$ cat src/rtl/buffer_pkg.sv
// Shared constants and helpers for the circular parallel-access buffer and its controller.
// Used by buffer_ctrl and wrap_ptr; the optional flush port is enabled with BUFCTRL_FLUSH_EN.
package buffer_pkg;

  localparam int DEF_MEM_SIZE  = 8;
  localparam int DEF_PAR_WRITE = 4;
  localparam int DEF_PAR_READ  = 2;

  // Occupancy must represent 0..mem_size inclusive, hence the +1.
  function automatic int cnt_width(input int mem_size);
    return $clog2(mem_size + 1);
  endfunction

  function automatic int wrap_add(input int ptr, input int step, input int modulus);
    int sum;
    sum = ptr + step;
    return (sum >= modulus) ? (sum - modulus) : sum;
  endfunction

endpackage

$ cat src/rtl/wrap_ptr.sv
// Registered address pointer that advances by STEP modulo MODULUS when en_i is high.
// With BUFCTRL_FLUSH_EN defined, clr_i synchronously returns the pointer to 0.
module wrap_ptr
  import buffer_pkg::*;
#(
  parameter int W       = 3,
  parameter int STEP    = 1,
  parameter int MODULUS = 8
) (
  input  logic         clk,
  input  logic         rst,
  input  logic         en_i,
`ifdef BUFCTRL_FLUSH_EN
  input  logic         clr_i,
`endif
  output logic [W-1:0] ptr_o
);

  logic [W-1:0] ptr_q;
  logic [W-1:0] ptr_d;

  always_comb begin
    ptr_d = ptr_q;
    if (en_i) begin
      ptr_d = W'(wrap_add(int'(ptr_q), STEP, MODULUS));
    end
`ifdef BUFCTRL_FLUSH_EN
    if (clr_i) begin
      ptr_d = '0;
    end
`endif
  end

  always_ff @(posedge clk or posedge rst) begin
    if (rst) begin
      ptr_q <= '0;
    end else begin
      ptr_q <= ptr_d;
    end
  end

  assign ptr_o = ptr_q;

endmodule

$ cat src/rtl/buffer_ctrl.sv
// Pointer and occupancy controller for the circular parallel-access buffer.
// Define BUFCTRL_FLUSH_EN to add the synchronous flush input.
module buffer_ctrl
  import buffer_pkg::*;
#(
  parameter int MEM_SIZE    = DEF_MEM_SIZE,
  parameter int PAR_WRITE   = DEF_PAR_WRITE,
  parameter int PAR_READ    = DEF_PAR_READ,
  parameter int ADDRES_SIZE = $clog2(MEM_SIZE),
  parameter int CNT_SIZE    = cnt_width(MEM_SIZE),
  parameter int AFULL_LVL   = MEM_SIZE - PAR_WRITE
) (
  input  logic                   clk,
  input  logic                   rst,
`ifdef BUFCTRL_FLUSH_EN
  input  logic                   flush,
`endif
  input  logic                   wr_req,
  output logic                   wr_ready,
  input  logic                   rd_req,
  output logic                   rd_valid,
  output logic                   wen,
  output logic [ADDRES_SIZE-1:0] waddr,
  output logic [ADDRES_SIZE-1:0] raddr,
  output logic [CNT_SIZE-1:0]    count,
  output logic                   full,
  output logic                   empty,
  output logic                   afull
);

  localparam int CW = CNT_SIZE + 1;
  localparam logic [CW-1:0]       WR_STEP   = CW'(PAR_WRITE);
  localparam logic [CW-1:0]       RD_STEP   = CW'(PAR_READ);
  localparam logic [CNT_SIZE-1:0] WR_LIMIT  = CNT_SIZE'(MEM_SIZE - PAR_WRITE);
  localparam logic [CNT_SIZE-1:0] RD_LIMIT  = CNT_SIZE'(PAR_READ);
  localparam logic [CNT_SIZE-1:0] FULL_LVL  = CNT_SIZE'(MEM_SIZE);
  localparam logic [CNT_SIZE-1:0] AFULL_THR = CNT_SIZE'(AFULL_LVL);

  logic                wr_acc;
  logic                rd_acc;
  logic                clear;
  logic [CNT_SIZE-1:0] count_q;
  logic [CNT_SIZE-1:0] count_d;
  logic [CW-1:0]       count_ext;
  logic                unused_count_msb;

`ifdef BUFCTRL_FLUSH_EN
  assign clear = flush;
`else
  assign clear = 1'b0;
`endif

  // Status depends only on the registered count, so requests never loop back into ready/valid.
  assign wr_ready = (count_q <= WR_LIMIT);
  assign rd_valid = (count_q >= RD_LIMIT);
  assign full     = (count_q == FULL_LVL);
  assign empty    = (count_q == '0);
  assign afull    = (count_q >= AFULL_THR);

  assign wr_acc = wr_req & wr_ready;
  assign rd_acc = rd_req & rd_valid;
  assign wen    = wr_acc & ~rst & ~clear;

  always_comb begin
    count_ext = {1'b0, count_q};
    if (wr_acc) begin
      count_ext = count_ext + WR_STEP;
    end
    if (rd_acc) begin
      count_ext = count_ext - RD_STEP;
    end
    count_d = count_ext[CNT_SIZE-1:0];
    if (clear) begin
      count_d = '0;
    end
  end

  // The thresholds keep the result within 0..MEM_SIZE, so the guard bit is never set.
  assign unused_count_msb = count_ext[CNT_SIZE];

  always_ff @(posedge clk or posedge rst) begin
    if (rst) begin
      count_q <= '0;
    end else begin
      count_q <= count_d;
    end
  end

  assign count = count_q;

  wrap_ptr #(
    .W       (ADDRES_SIZE),
    .STEP    (PAR_WRITE),
    .MODULUS (MEM_SIZE)
  ) u_wr_ptr (
    .clk   (clk),
    .rst   (rst),
    .en_i  (wr_acc),
`ifdef BUFCTRL_FLUSH_EN
    .clr_i (flush),
`endif
    .ptr_o (waddr)
  );

  wrap_ptr #(
    .W       (ADDRES_SIZE),
    .STEP    (PAR_READ),
    .MODULUS (MEM_SIZE)
  ) u_rd_ptr (
    .clk   (clk),
    .rst   (rst),
    .en_i  (rd_acc),
`ifdef BUFCTRL_FLUSH_EN
    .clr_i (flush),
`endif
    .ptr_o (raddr)
  );

endmodule

$ cat config.mk
export PLATFORM = sky130hd
export DESIGN_NAME = buffer_ctrl
export DESIGN_NICKNAME = d
export VERILOG_FILES = /design/src/rtl/buffer_pkg.sv /design/src/rtl/wrap_ptr.sv /design/src/rtl/buffer_ctrl.sv
export SDC_FILE = /design/constraint.sdc
export NUM_CORES = 1
export LEC_CHECK = 0
export ABC_CLOCK_PERIOD_IN_PS = 3800
export CAP_MARGIN = 40
export CORE_AREA = 2 2 39 41
export DETAILED_ROUTE_END_ITERATION = 10
export DIE_AREA = 0 0 41 43
export GPL_TIMING_DRIVEN = 0
export MAX_ROUTING_LAYER = met4
export SYNTH_ARGS = -nofsm -noshare
export SYNTH_HDL_FRONTEND = slang
export SYNTH_SLANG_ARGS = --single-unit
$ cat constraint.sdc
create_clock -name clk -period 3.8 [get_ports clk]
set_clock_uncertainty 0.1 [all_clocks]
set_input_delay 0.95 -clock clk [delete_from_list [all_inputs] [get_ports clk]]
set_output_delay 0.95 -clock clk [all_outputs]
set_load 0.03 [all_outputs]
==> flow_metrics.py <==
metrics = {
    "sta": {
        "slew_viol_final": 0,
        "hold_viol": 0,
        "fin_crit_ns": 3.395,
        "timing.final.crit_share_pct": 89.34,
        "tns_ns": 0,
        "setup_viol": 0,
        "rsz0062_at_grt": "no",
        "fmax_mhz": 294.6,
        "hold_ws_ns": 0.3722,
    },
    "logic_synthesis": {
        "synthCells": 43,
        "synth_warnings": 0,
        "synth_compound_area_share_pct": 10.17,
        "syn_area_um2": 369.1,
        "synthMuxAreaShare_pct": 2.712,
        "synth_xor_area_share_pct": 9.492,
        "synthSimpleGateAreaFrac_pct": 15.93,
        "synth_cell_type_count": 17,
        "yosys_register_bits": 6,
        "seq_area_frac_synth_pct": 40.68,
        "synthAdderAreaFrac_pct": 6.780,
        "syn_area_per_cell_um2": 8.584,
        "synth_top_family_by_area": "simple AND/OR/NAND/NOR gates",
    },
    "global_routing": {
        "grtUsageTotal_pct": 9.524,
        "grt_overflow": 0,
        "antenna_found_initial": 0,
        "grt_pass1_vias": 270,
        "grt_pass1_wl_mm": 1.083,
        "grt_start_max_net_pins": 9,
    },
    "placement": {
        "place_area_um2": 550.5,
        "hpwlAfterDp_um": 582.8,
        "numPortBuffers": 15,
        "gp_congestion": 0.7635,
    },
    "setup_path": {
        "cp-end-kind": "primary output",
        "endpoint": "wen",
        "rrSetupSlack_ns": 2.02,
        "worstSetupPathType": "in2out",
        "cp.arrival_ns": 2.34,
        "rr_worst_depth": 8,
        "start_kind": "input port",
        "reg2reg_from": "count[2]",
        "cp_max_fo": 4,
        "required_ns": 2.75,
        "r2r_end": "count[3]",
        "cp-startpoint": "wr_req",
    },
    "drt": {
        "via_count": 342,
        "ant_nets": 0,
        "routedWlPerCell_um": 9.438,
        "routed_wl_um": 755,
        "drc_errors": 0,
        "viasPerCell": 4.275,
        "drtPass1Iterations": 3,
        "drtIter0Drc": 3,
    },
    "clock_tree": {
        "clockRootBuffer": "clkbuf_4",
        "cts_buffers": 3,
        "htree_levels": 1,
        "post_cts_buffers": 0,
        "clockBufferDepth": 2,
        "path_clk_slew_ns": 0.05,
        "clkLatencyLatePin_ns": 0.24,
        "cts.sinks": 6,
        "post_cts_resized": 0,
        "postCtsHoldBufs": 0,
        "cts_tree": "yes",
    },
    "layout": {
        "stdcell_area_um2": 573.1,
        "nets": 72,
        "layout_common_cells": "clkdlybuf4s50_1 (15), nand2_1 (6), dfrtp_1 (6)",
        "area_delta_synth_final_pct": 55.25,
        "final_common_cell": "clkdlybuf4s50_1",
        "final_layout_size_suffix_gt1_share_pct": 12.50,
        "fillers": 148,
        "antennaDiodeCount": 0,
    },
    "pwr": {
        "p_sw_uw": 310.8,
        "p_sw_share_pct": 49.40,
        "sequentialPowerShare_pct": 22.3,
        "p_leak_uw": 0.0002697,
        "internal-power_uw": 318.3,
        "combPwrFrac_pct": 68.1,
        "clockPowerShare_pct": 9.6,
        "vdd_drop_max_uv": 570.0,
        "p_total_uw": 629.1,
        "power.density_mw_per_mm2": 1098,
    },
    "die": {
        "start_util_pct": 26.67,
        "ios": 20,
        "die_area_mm2": 0.001763,
        "die_w_um": 41,
        "die_h_um": 43,
        "rows": 14,
        "core_mm2": 0.001384,
    },
    "status": {
        "status": "finished clean",
    },
    "worst_hold_path": {
        "hold_path.class": "reg2reg",
    },
    "flow_run": {
        "drv_cap": 0,
    },
}
-- worst min-delay path by stage --
stage | endpoint | cells after the start | start | slack, ns
2_1_floorplan | u_wr_ptr.ptr_o[2] | 1 | u_wr_ptr.ptr_o[2] | 0.55
3_3_place_gp | u_rd_ptr.ptr_o[2] | 1 | u_rd_ptr.ptr_o[2] | 0.36
3_5_place_dp | u_rd_ptr.ptr_o[2] | 1 | u_rd_ptr.ptr_o[2] | 0.36
4_1_cts | u_rd_ptr.ptr_o[2] | 1 | u_rd_ptr.ptr_o[2] | 0.38
5_1_grt | u_wr_ptr.ptr_o[2] | 1 | u_wr_ptr.ptr_o[2] | 0.39
6_report | u_wr_ptr.ptr_o[2] | 1 | u_wr_ptr.ptr_o[2] | 0.37
-- layout make-up --
| type | count | area [um^2] | share of cell area [%] |
|---|---|---|---|
| Buffer | 4 | 30.03 | 5.240 |
| Clock buffer | 3 | 22.52 | 3.930 |
| Inverter | 5 | 18.77 | 3.275 |
| Multi-Input combinational cell | 31 | 181.4 | 31.66 |
| Sequential cell | 6 | 150.1 | 26.20 |
| Tap cell | 16 | 20.02 | 3.493 |
| Timing Repair Buffer | 15 | 150.1 | 26.20 |
-- cell usage after synthesis --
| cell | count | share of area, % |
|---|---|---|
| nand2_1 | 6 | 6.1 |
| o21ai_1 | 1 | 1.4 |
| o21ai_0 | 2 | 2.7 |
| nor2_1 | 3 | 3.1 |
| buf_4 | 4 | 8.1 |
| conb_1 | 1 | 1.0 |
| nand3_1 | 3 | 4.1 |
| inv_1 | 5 | 5.1 |
| nor3_1 | 2 | 2.7 |
| mux2i_1 | 1 | 2.7 |
| a32oi_1 | 1 | 2.4 |
| a21o_2 | 1 | 2.4 |
| dfrtp_1 | 6 | 41 |
| a21oi_1 | 1 | 1.4 |
| xnor2_1 | 3 | 7.1 |
| xor2_1 | 1 | 2.4 |
| ha_1 | 2 | 6.8 |
-- worst max-delay path, stage by stage --
cell	delay, ns
clkdlybuf4s50_1	0.52
nand2_1	0.11
nor2_1	0.09
clkdlybuf4s50_1	0.67
-- state kept, by name, summed over array words and instances (netlist names) --
name,flops
count,3
u_rd_ptr.ptr_o,2
u_wr_ptr.ptr_o,1
-- power by group through the flow --
stage                     sequential, uW  clock [uW]  combinational [uW]
final                                140        60.5                 428
after global routing                 146        64.2                 463
after CTS                            141        62.1                 433
after detailed placement             142           0                 432
after global placement               141           0                 430
after floorplan                      199           0                 214
-- per-layer routing --
metal	track usage (%)	up-vias	wire length [um]
met5	-	-	0
met4	6.000	0	0
met3	3.141	0	56
met1	12.79	154	363
li1	-	174	-
met2	11.88	14	335
-- through the flow --
| stage | setup slack (ns) | util, % | std cells |
|---|---|---|---|
| global route | 0.3475 | 41.41 | 80 |
| floorplan | 1.148 | - | 46 |
| CTS | 0.3897 | 41.41 | 80 |
| detailed placement | 0.3928 | 39.78 | 77 |
| global placement | 0.3983 | 39.78 | 77 |
| finish | 0.4052 | 41.41 | 80 |
-- kinds of logic (layout without fill, tap and decap cells) --
| logic type | Yosys count | count (layout) |
|---|---|---|
| AOI/OAI and AO/OA | 6 | 6 |
| xor gates and xnor gates | 4 | 4 |
| DFF | 6 | 6 |
| and+or+nand+nor | 14 | 14 |
| muxes | 1 | 1 |
| adders and majority gates | 2 | 2 |
| other | 1 | 4 |
| buffers and inverters | 9 | 27 |
No activity file was read; power rests on OpenSTA's default activity.
